File: src/rtl/pc_sequencer.sv
// Fetch-stage PC sequencer: owns the fetch address, handshakes with
// instruction memory, and hands accepted instructions to IF/ID.
// Redirects arriving while a fetch is outstanding are parked until the ack
// so the address never moves under an in-flight request.
module pc_sequencer #(
  parameter logic [31:0] RESET_VECTOR = 32'h0000_0000,
  parameter logic [31:0] PC_STEP      = 32'd1
) (
  input  logic        clk,
  input  logic        rst_n,
  input  logic        stall,
  input  logic        branch_taken,
  input  logic [31:0] branch_target,
  input  logic        jump,
  input  logic [31:0] jump_target,
  input  logic        imem_ack,
  output logic        imem_req,
  output logic [31:0] pc,
  output logic [31:0] npc,
  output logic        if_valid,
  output logic [31:0] if_pc,
  output logic        flush
);

  typedef enum logic [1:0] {
    IDLE  = 2'd0,
    FETCH = 2'd1,
    HOLD  = 2'd2
  } state_t;

  state_t      state;
  logic        pend_v;
  logic [31:0] pend_pc;

  logic        redir;
  logic [31:0] redir_tgt;

  // Sequential address wraps naturally in 32 bits
  assign npc = pc + PC_STEP;

  // Branch wins over jump when both fire in the same cycle
  always_comb begin
    redir     = branch_taken | jump;
    redir_tgt = branch_taken ? branch_target : jump_target;
  end

  // Fetch FSM; imem_req is registered alongside the state so it is 1 exactly in FETCH
  always_ff @(posedge clk or negedge rst_n) begin
    if (!rst_n) begin
      state    <= IDLE;
      pc       <= RESET_VECTOR;
      pend_v   <= 1'b0;
      pend_pc  <= 32'h0;
      if_valid <= 1'b0;
      if_pc    <= 32'h0;
      flush    <= 1'b0;
      imem_req <= 1'b0;
    end else begin
      if_valid <= 1'b0;
      flush    <= 1'b0;
      case (state)
        IDLE: begin
          state    <= FETCH;
          imem_req <= 1'b1;
        end
        FETCH: begin
          if (!imem_ack) begin
            // Request outstanding: pc frozen, remember the newest redirect
            if (redir) begin
              pend_v  <= 1'b1;
              pend_pc <= redir_tgt;
            end
          end else if (redir || pend_v) begin
            // Returned instruction is on the wrong path: drop it and redirect
            pc     <= redir ? redir_tgt : pend_pc;
            pend_v <= 1'b0;
            flush  <= 1'b1;
            if (stall) begin
              state    <= HOLD;
              imem_req <= 1'b0;
            end
          end else if (stall) begin
            // Downstream cannot take it; refetch the same pc after the stall
            state    <= HOLD;
            imem_req <= 1'b0;
          end else begin
            if_valid <= 1'b1;
            if_pc    <= pc;
            pc       <= npc;
          end
        end
        HOLD: begin
          if (redir) begin
            pc    <= redir_tgt;
            flush <= 1'b1;
          end
          if (!stall) begin
            state    <= FETCH;
            imem_req <= 1'b1;
          end
        end
        default: begin
          state    <= IDLE;
          imem_req <= 1'b0;
        end
      endcase
    end
  end

endmodule

File: config.mk
export PLATFORM = sky130hd
export DESIGN_NAME = pc_sequencer
export DESIGN_NICKNAME = d
export VERILOG_FILES = /design/src/rtl/pc_sequencer.sv
export SDC_FILE = /design/constraint.sdc
export NUM_CORES = 1
export LEC_CHECK = 0
export ABC_AREA = 1
export BUFFER_PORTS_ARGS = -buffer_cell sky130_fd_sc_hd__buf_2
export CORE_MARGIN = 4
export CORE_UTILIZATION = 35
export CTS_BUF_LIST = sky130_fd_sc_hd__clkbuf_4 sky130_fd_sc_hd__clkbuf_8 sky130_fd_sc_hd__clkbuf_16
export CTS_CLUSTER_SIZE = 8
export DETAILED_ROUTE_END_ITERATION = 8
export HOLD_SLACK_MARGIN = 0.02
export PLACE_DENSITY = 0.61
export SLEW_MARGIN = 10
export SYNTH_ARGS = -nofsm -noshare
export SYNTH_HDL_FRONTEND = slang
export SYNTH_SLANG_ARGS = --single-unit
export TNS_END_PERCENT = 50
File: constraint.sdc
create_clock -name clk -period 2.14 [get_ports clk]
set_input_delay 0.321 -clock clk [delete_from_list [all_inputs] [get_ports clk]]
set_output_delay 0.321 -clock clk [all_outputs]
set_load 0.01 [all_outputs]
==> key figures <==
Synthesis
  • Top cell type's share of synthesized area: 0.4223
  • #FFs+latches synth: 101
  • Avg Inst Size Synth: 7.049 um2
  • Synth Flop Type: dfrtp_1
  • Synth area leaders: dfrtp_1 (42%), nand2_1 (21%), nor2_1 (6.4%)
  • Post-synth top area cell: dfrtp_1
  • Synthesized area: 5984 um2
  • Yosys Warn Count: 0
  • Most frequent cells after synthesis: nand2_1 (334), nor2_1 (102), dfrtp_1 (101)
  • Most numerous cell in the Yosys netlist: nand2_1
  • Cells after synthesis: 849
  • Ys async rst share: 1.000
  • Distinct cells, synth: 31
  • Mapped Nets: 923
  • Post-synth EDFFs: 0
  • Sequential area share after synthesis: 0.4223

Outcome
  • Status: complete, but fails checks
  • Failing checks: setup timing

Critical path
  • Worst path max stage delay: 0.35 ns
  • Reg2reg end: pc[13]
  • CP startpoint kind: flip-flop
  • Critical Setup Path Class: reg2out
  • Crit path max fanout: 5
  • Critical Path, Cell by Cell: ha_2, nand2_2, nor2_4, nand2_4, nor2_1, buf_4, xnor2_2, inv_1, buf_2
  • CP Buf/Inv Count: 3
  • CP Data Required Time: 1.82 ns
  • Crit path max-delay cell type: dfrtp_1
  • Reg-to-reg setup timing slack: 0.24 ns
  • Crit path capture: npc[16]
  • Worst r2r src: state[1]
  • CP Depth: 9
  • CP Launch Point: pc[0]
  • Worst setup EP type: primary output
  • FF-to-FF path depth: 11
  • Worst endpoint data arrival time: 1.84 ns
  • Delay-heaviest family, CP: simple AND/OR/NAND/NOR gates

Timing
  • RSZ-0062 raised after global routing: true
  • Worst hold margin: 0.2403 ns
  • Final Cycle Share: 1.011
  • Peak Freq: 0.4624 GHz
  • Final Hold Fails: 0
  • Clock skew: 0.008773 ns
  • Setup-failing EPs final: 1
  • Relative max-transition margin: 0.6491
  • Crit path time final: 2.163 ns
  • Slew Limit Fails: 0
  • Worst Tran Pin Value: 0.5208 ns
  • Final WS setup: -0.02281 ns

GRT
  • Global route total overflow: 0
  • Antenna violations before repair: 0
  • Vias in the first global route: 5613
  • Met3 Use GR: 0.03690
  • First-pass GRT wire length: 31130 um
  • M1 GR Usage: 0.2973
  • Largest net degree at the start of global routing: 52
  • Met2 usage: 0.2953
  • GRT Total Usage: 0.1999
  • GR peak layer: met1

Detailed routing
  • Post-Route WL: 19410 um
  • Initial drt markers: 565
  • Residual DRC: 0
  • Vias per cell: 4.837
  • Via count: 6061
  • First-pass DRT Iterations: 5
  • Wire length per cell: 15.49 um
  • Antenna viol nets, final: 0

Pwr
  • Sw frac: 0.4443
  • Sw Pwr: 4882 uW
  • Maximum vdd ir drop: 0.4563 mV
  • Comb power frac: 0.498
  • Static leakage: 0.004064 uW
  • Power Density: 1410 nW/um2
  • Pint: 6106 uW
  • Clock power share: 0.169
  • Part of the power in registers: 0.333

Clocking
  • CTS Buffer Depth: 2
  • H-tree levels: 3
  • Clk sinks: 101
  • Clock Latency Late Sink: 0.36 ns
  • CTS tree: yes
  • Root buf cell: clkbuf_16
  • CTS buffer count: 9
  • Worst-path clk slew: 0.07 ns

Placed design
  • IO Port Bufs: 168
  • HPWL after detailed placement: 14520 um
  • Setup WS pre-CTS: 0.09983 ns
  • Gpl congestion: 0.8575
  • Dpl cell area: 7174 um2

Final layout
  • Fin util: 0.4684
  • Nets: 1103
  • Layout cells sized above 1: 0.2982
  • Synth-to-layout area growth: 30.25%
  • Ant diodes: 0
  • Final Cell Area: 7795 um2

Die
  • Die Area: 19250 um2
  • Initial Utilization: 0.3596
  • Core area: 16640 um2
  • # rows: 47
  • Io pins: 169
  • Die width: 138.8 um
  • Die Y: 138.8 um

Job
  • Max-cap violations: 0

Min path
  • Hold Crit Class: in2reg
-- cells by family (layout without fill, tap and decap cells) --
logic type	Yosys count	count (layout)	synth area share
xor gates and xnor gates	12	12	0.01756
adders and majority gates	4	4	0.008363
DFF	101	101	0.4223
buffers and inverters	99	283	0.06899
AOI/OAI and AO/OA	133	133	0.1192
and+or+nand+nor	478	478	0.3222
muxes	22	22	0.04140
-- worst register-to-register path: stages, from the launching register on --
cell     delay, ns
dfrtp_1       0.38
inv_1         0.10
ha_1          0.22
inv_1         0.09
nor2_1        0.09
a21oi_1       0.05
nor2_1        0.18
o21ai_4       0.19
inv_1         0.12
buf_6         0.21
nor2_1        0.07
a21oi_1       0.13
-- cell usage in the layout, fill, tap and decap left out, types with 2 or more instances in the layout --
| cell | instances |
|---|---|
| dfrtp_2 | 20 |
| mux2_2 | 22 |
| inv_2 | 2 |
| nor2_4 | 10 |
| nand2_2 | 14 |
| nor2_1 | 88 |
| clkbuf_16 | 9 |
| nand3b_1 | 11 |
| o22ai_1 | 2 |
| xor2_1 | 6 |
| buf_12 | 4 |
| a31oi_1 | 4 |
| buf_4 | 30 |
| bufinv_16 | 2 |
| clkbuf_8 | 3 |
| inv_1 | 59 |
| buf_2 | 165 |
| nor2_8 | 2 |
| o21ai_1 | 2 |
| nor2_2 | 7 |
| xnor2_1 | 4 |
| nand3_1 | 18 |
| or2_2 | 4 |
| nand2_1 | 318 |
| buf_6 | 5 |
| nand2_4 | 2 |
| a21oi_1 | 55 |
| and2_1 | 3 |
| dfrtp_1 | 81 |
| o21ai_0 | 61 |
| a221oi_1 | 7 |
| ha_1 | 3 |
-- per-layer routing --
| layer | up-vias | wire [um] |
|---|---|---|
| met5 | - | 0 |
| met4 | 0 | 362 |
| met3 | 26 | 1136 |
| met2 | 216 | 8447 |
| met1 | 2764 | 9459 |
| li1 | 3055 | - |
-- repair_timing --
| action | in CTS | in global routing |
|---|---|---|
| endpoints found under the hold margin | 29 | 0 |
| pin swaps | 8 | 10 |
| hold buffers | 1 | 0 |
| setup buffers | 3 | 7 |
| endpoints found under the setup margin | 23 | 42 |
| gates resized for setup | 41 | 31 |
-- per-stage QoR --
step / setup TNS [ns] / power (uW) / std cells
after global routing: -1.256 / 11870 / 1253
after detailed placement: 0 / 8748 / 1227
final: -0.02281 / 10990 / 1253
after floorplan: 0 / 6569 / 849
after CTS: -0.03356 / 10830 / 1246
after global placement: 0 / 8699 / 1227
-- flip-flops by register name, indices dropped and copies added (netlist names) --
name,count
if_pc,32
pc,32
pend_pc,32
state,2
flush,1
if_valid,1
pend_v,1
-- how the worst min path moves through the flow --
stage                      start     endpoint  slack [ns]  depth (start not counted)
4_1_cts         branch_target[9]   pend_pc[9]        0.23                          3
6_report        branch_target[9]   pend_pc[9]        0.24                          3
5_1_grt        branch_target[29]  pend_pc[29]        0.25                          3
3_5_place_dp               rst_n   pend_pc[2]        0.30                          1
2_1_floorplan              rst_n        flush        0.03                          0
3_3_place_gp               rst_n   pend_pc[2]        0.30                          1
-- final cells by class --
type | instances | area [um2]
fill | 1709 | 8847
multi-input combinational | 649 | 3197
timing repair buffer | 205 | 1197
inverter | 63 | 239.0
tap | 220 | 275.3
clock buffer | 12 | 266.5
clock inverter | 3 | 67.56
sequential | 101 | 2552
-- power groups by stage --
| stage | combinational, uW | clock [uW] | sequential [uW] |
|---|---|---|---|
| after floorplan | 2870 | 0 | 3700 |
| after global placement | 5070 | 0 | 3630 |
| after detailed placement | 5100 | 0 | 3650 |
| after CTS | 5290 | 1900 | 3650 |
| after global routing | 6100 | 1980 | 3780 |
| final | 5480 | 1860 | 3650 |
Note: power is estimated with default switching activity, not from simulation.
